File: src/rtl/handshake_muli_pipe.sv
// handshake_muli_pipe
// Elastic, pipelined, signed fixed-point multiplier. Two valid/ready operand
// channels (lhs sample, rhs coefficient) are joined; the product is rescaled
// by FRAC_BITS and emitted on a single valid/ready result channel after a
// fixed LATENCY of register stages. The whole pipeline advances together
// (no bubble collapsing), so throughput is one token per cycle unless the
// result consumer back-pressures.
//
// Optional feature macro: HANDSHAKE_MULI_SAT_EN
//   defined   -> rescaled value clamps to the signed DATA_WIDTH range
//   undefined -> rescaled value wraps (plain truncation)
module handshake_muli_pipe #(
    parameter int DATA_WIDTH = 24,
    parameter int FRAC_BITS  = 16,
    parameter int LATENCY    = 4
) (
    input  logic                  clk,
    input  logic                  rst,
    input  logic [DATA_WIDTH-1:0] lhs,
    input  logic                  lhs_valid,
    output logic                  lhs_ready,
    input  logic [DATA_WIDTH-1:0] rhs,
    input  logic                  rhs_valid,
    output logic                  rhs_ready,
    output logic [DATA_WIDTH-1:0] result,
    output logic                  result_valid,
    input  logic                  result_ready
);

    localparam int PW = 2 * DATA_WIDTH;

    // Arithmetic shift of the full product by FRAC_BITS, then either wrap to
    // DATA_WIDTH bits or clamp to the signed DATA_WIDTH range.
    function automatic logic [DATA_WIDTH-1:0] rescale(input logic [PW-1:0] prod);
        logic signed [PW-1:0] sh;
        logic signed [PW-1:0] max_v;
        logic signed [PW-1:0] min_v;
        sh    = $signed(prod) >>> FRAC_BITS;
        max_v = {{(PW-DATA_WIDTH+1){1'b0}}, {(DATA_WIDTH-1){1'b1}}};
        min_v = {{(PW-DATA_WIDTH+1){1'b1}}, {(DATA_WIDTH-1){1'b0}}};
`ifdef HANDSHAKE_MULI_SAT_EN
        if (sh > max_v) begin
            rescale = DATA_WIDTH'(max_v);
        end else if (sh < min_v) begin
            rescale = DATA_WIDTH'(min_v);
        end else begin
            rescale = DATA_WIDTH'(sh);
        end
`else
        // Bounds are only meaningful when clamping; keep them referenced so
        // both builds share one function body.
        rescale = DATA_WIDTH'(sh) | (DATA_WIDTH'(max_v) & DATA_WIDTH'(min_v));
`endif
    endfunction

    logic [LATENCY-1:0]   v_r;
    logic [PW-1:0]        prod_r;
    logic signed [PW-1:0] mult_s;
    logic                 en_s;
    logic                 fire_s;

    // Global advance enable, join handshake and full-width signed product.
    always_comb begin
        en_s      = 1'b0;
        fire_s    = 1'b0;
        lhs_ready = 1'b0;
        rhs_ready = 1'b0;
        mult_s    = '0;
        en_s      = (!v_r[LATENCY-1]) || result_ready;
        fire_s    = lhs_valid && rhs_valid && en_s;
        lhs_ready = en_s && rhs_valid;
        rhs_ready = en_s && lhs_valid;
        mult_s    = PW'($signed(lhs)) * PW'($signed(rhs));
    end

    // Stage valid bits: stage 0 captures fire, later stages shift on enable.
    always_ff @(posedge clk or negedge rst) begin
        if (!rst) begin
            v_r <= '0;
        end else if (en_s) begin
            v_r[0] <= fire_s;
            for (int i = 1; i < LATENCY; i++) begin
                v_r[i] <= v_r[i-1];
            end
        end
    end

    // Stage 0 data: full product, loaded only when a token is accepted.
    always_ff @(posedge clk or negedge rst) begin
        if (!rst) begin
            prod_r <= '0;
        end else if (fire_s) begin
            prod_r <= mult_s;
        end
    end

    generate
        if (LATENCY > 1) begin : g_multi
            logic [DATA_WIDTH-1:0] data_r [1:LATENCY-1];

            // Rescale between stage 0 and 1 so the result leaves a register.
            always_ff @(posedge clk or negedge rst) begin
                if (!rst) begin
                    for (int i = 1; i < LATENCY; i++) begin
                        data_r[i] <= '0;
                    end
                end else if (en_s) begin
                    data_r[1] <= rescale(prod_r);
                    for (int i = 2; i < LATENCY; i++) begin
                        data_r[i] <= data_r[i-1];
                    end
                end
            end

            assign result = data_r[LATENCY-1];
        end else begin : g_single
            assign result = rescale(prod_r);
        end
    endgenerate

    assign result_valid = v_r[LATENCY-1];

endmodule

File: config.mk
export PLATFORM = sky130hd
export DESIGN_NAME = handshake_muli_pipe
export DESIGN_NICKNAME = d
export VERILOG_FILES = /design/src/rtl/handshake_muli_pipe.sv
export SDC_FILE = /design/constraint.sdc
export NUM_CORES = 2
export LEC_CHECK = 0
export CAP_MARGIN = 20
export CORE_MARGIN = 8
export CORE_UTILIZATION = 35
export DETAILED_ROUTE_END_ITERATION = 8
export PLACE_DENSITY = 0.48
export SYNTH_ARGS = -nofsm -noshare
export SYNTH_HDL_FRONTEND = slang
export SYNTH_SLANG_ARGS = --single-unit
File: constraint.sdc
create_clock -name clk -period 4.1 [get_ports clk]
set_clock_uncertainty 0.05 [all_clocks]
set_input_delay 0.41 -clock clk [delete_from_list [all_inputs] [get_ports clk]]
set_output_delay 0.41 -clock clk [all_outputs]
set_load 0.02 [all_outputs]
==> impl_metrics.py <==
metrics = {
    "setup_path": {
        "worst_setup_path_end_kind": "flop",
        "required_ns": 4.27,
        "r2r_cells": 6,
        "crit_type": "input pin to flop",
        "arrival_ns": 6.61,
        "cp_max_fo": 8,
        "critPathLaunchType": "input pin",
    },
    "synthesis": {
        "avgSynthCellArea_um2": 9.03,
        "syn_inst": 2486,
        "synth-seq-cells": 100,
        "synth_edf_count": 0,
        "synth_area_um2": 22500,
        "yosysWarnings": 0,
        "ys_async_sr_fraction_pct": 100,
        "synth_fp_nets": 3175,
        "synth_seq_area_share_pct": 11.1,
        "synth_flop_cell": "dfrtp_1",
        "ys_types": 53,
    },
    "routing": {
        "drtIter0Drc": 748,
        "ant_nets": 0,
        "wire_per_inst_um": 16.8,
        "wl_met1_um": 28700,
        "dr_wl_met3_um": 1850,
        "drcViolationCount": 0,
        "top_layer": "met4",
        "vias_per_cell": 4.56,
        "first_pass_iters": 5,
        "vias": 16900,
        "drt_wl_total_um": 61900,
        "dr_wl_met2_um": 30200,
    },
    "floorplan": {
        "ios": 80,
        "core-area_um2": 64000,
        "initial_core_util_pct": 35.1,
        "die_y_um": 269,
        "die_w_um": 269,
        "rows": 93,
        "die_area_um2": 72500,
    },
    "final_layout": {
        "layout.nets": 3524,
        "design_area_um2": 29400,
        "drive_gt1_share_pct": 27.0,
        "final_common_cell": "inv_1",
        "layout_common_cells": "inv_1, nand2_1, fa_1",
        "syn2layout_area_growth_pct": 31.0,
        "n_antenna_cell": 0,
    },
    "run_status": {
        "violations": "setup timing",
        "status": "finished with violations",
    },
    "clock_tree": {
        "cts_tree": "done",
        "clock-root-buffer": "clkbuf_16",
        "clk_pin_slew_worst_paths_ns": 0.07,
        "cts_buffer_depth": 2,
        "clk-insertion-delay-late_ns": 0.34,
        "cts_hold_buffers": 0,
        "clock_sinks": 100,
        "htree_levels": 3,
        "cts_buffers": 9,
    },
    "timing": {
        "fmax_mhz": 155,
        "relSlewSlack_pct": 43.4,
        "fin_crit_sh_pct": 157,
        "period_minus_slack_ns": 6.43,
        "finalSetupViolations": 24,
        "rsz0062_at_grt": "yes",
        "drv_slew": 0,
        "fin_ws_ns": -2.33,
        "worst_slew_pin_slew_ns": 0.849,
        "final_hold_viol_count": 0,
    },
    "global_routing": {
        "grt_first_pass_wirelength_um": 104000,
        "grt_pass1_vias": 19300,
        "grt.total_usage_pct": 17.5,
        "antenna_found_initial": 0,
        "grt_overflow": 0,
        "grt_max_degree": 76,
    },
    "place": {
        "portBuffers": 79,
        "placed_area_um2": 26300,
        "dp_hpwl_um": 50400,
        "place.gp.congestion": 0.833,
    },
    "run": {
        "maxCapViolCount": 0,
    },
    "min_path": {
        "hold_class": "input pin to asynchronous set/reset pin",
    },
}
state kept, by name, indices dropped and copies added, names as in the netlist:
name,count
g_multi.data_r,48
prod_r,24
result,24
v_r,4
routing by layer:
layer	up-vias	track usage, %
met5	-	0
met4	0	3.39
met1	8665	24.1
met2	309	30.4
li1	7811	-
met3	79	1.04
Yosys cell counts, types with 2 or more instances:
cell type | instances | area share [%]
inv_1 | 568 | 9.5
a21oi_1 | 32 | 0.71
or2_2 | 2 | 0.056
nor3_2 | 2 | 0.089
o31ai_1 | 4 | 0.13
clkbuf_1 | 110 | 1.8
o21ai_1 | 9 | 0.20
dfrtp_1 | 100 | 11
nor2b_1 | 15 | 0.42
nand2b_1 | 11 | 0.31
xnor2_1 | 36 | 1.4
a211o_1 | 4 | 0.16
o21bai_1 | 3 | 0.10
ha_1 | 121 | 6.7
buf_4 | 24 | 0.80
and3_1 | 10 | 0.28
xor2_1 | 8 | 0.31
nand4b_1 | 2 | 0.078
buf_2 | 3 | 0.067
fa_1 | 515 | 46
nor3_1 | 4 | 0.089
nand4_1 | 7 | 0.19
a211oi_1 | 4 | 0.13
o21ai_0 | 24 | 0.53
nand3_1 | 7 | 0.16
a211oi_2 | 2 | 0.11
nor2_1 | 15 | 0.25
and2_1 | 285 | 7.9
a221o_1 | 2 | 0.089
a21o_1 | 12 | 0.40
nand2_1 | 513 | 8.6
a31oi_1 | 5 | 0.14
buf_1 | 7 | 0.12
area by class of cell:
type,instances,area [um^2]
Multi-Input combinational cell,1674,18500
Clock buffer,10,239
Clock inverter,6,93.8
Sequential cell,100,2500
Inverter,568,2130
Fill cell,6106,34600
Timing Repair Buffer,482,4880
Tap cell,855,1070
cell families (layout without fill, tap and decap cells):
group	after synthesis	after routing	synth area share, %
xor+xnor	44	44	1.72
flops	100	100	11.1
fa+ha+maj	636	636	52.7
simple gates	878	878	18.7
buf+inv	712	1066	12.3
compound gates	116	116	3.52
per-stage QoR:
step / setup WS [ns] / instances / setup TNS (ns) / hold slack [ns] / util, %
finish: -2.33 / 3695 / -47.32 / 0.112 / 46.0
global route: -2.58 / 3695 / -52.17 / 0.185 / 46.0
CTS: -2.38 / 3698 / -49.39 / 0.147 / 45.4
detailed placement: -3.24 / 3556 / -69.32 / 0.406 / 41.1
global placement: -3.24 / 3556 / -68.54 / 0.391 / 41.1
floorplan: -2.41 / 2486 / -44.90 / 0.0644 / -
path summary, 6_finish.rpt:
kind	start	to	slack [ns]
worst max register to register	v_r[3]	prod_r[21]	2.36
worst min register to register	prod_r[18]	g_multi.data_r[50]	0.41
max in group asynchronous	rst	result[15]	2.95
worst min-delay path	rst	result[4]	0.11
worst max-delay path	rhs[17]	prod_r[38]	-2.33
min in group clk	prod_r[18]	g_multi.data_r[50]	0.41
what timing repair did:
action                                  4_1_cts  5_1_grt
resized for setup                           511      196
gates cloned                                  6        0
endpoints found under the setup margin       24       24
buffers inserted                            123       20
pin swaps                                   203      126
worst max-delay path, cell delays in order:
cell and delay (ns):
clkdlybuf4s15_2 0.24, buf_4 0.19, buf_4 0.17, and2_1 0.17, fa_1 0.48, inv_1 0.05
fa_1 0.51, fa_1 0.47, fa_1 0.60, fa_1 0.48, fa_1 0.50, fa_1 0.54
inv_2 0.05, ha_4 0.23, and3_4 0.16, a221o_1 0.36, a211o_1 0.32, a211oi_4 0.30
o41ai_2 0.10, xnor2_1 0.20, o21ai_1 0.07
Power is not shown: default switching activity piles up to over one toggle a cycle in this logic, so the estimate is an artifact.
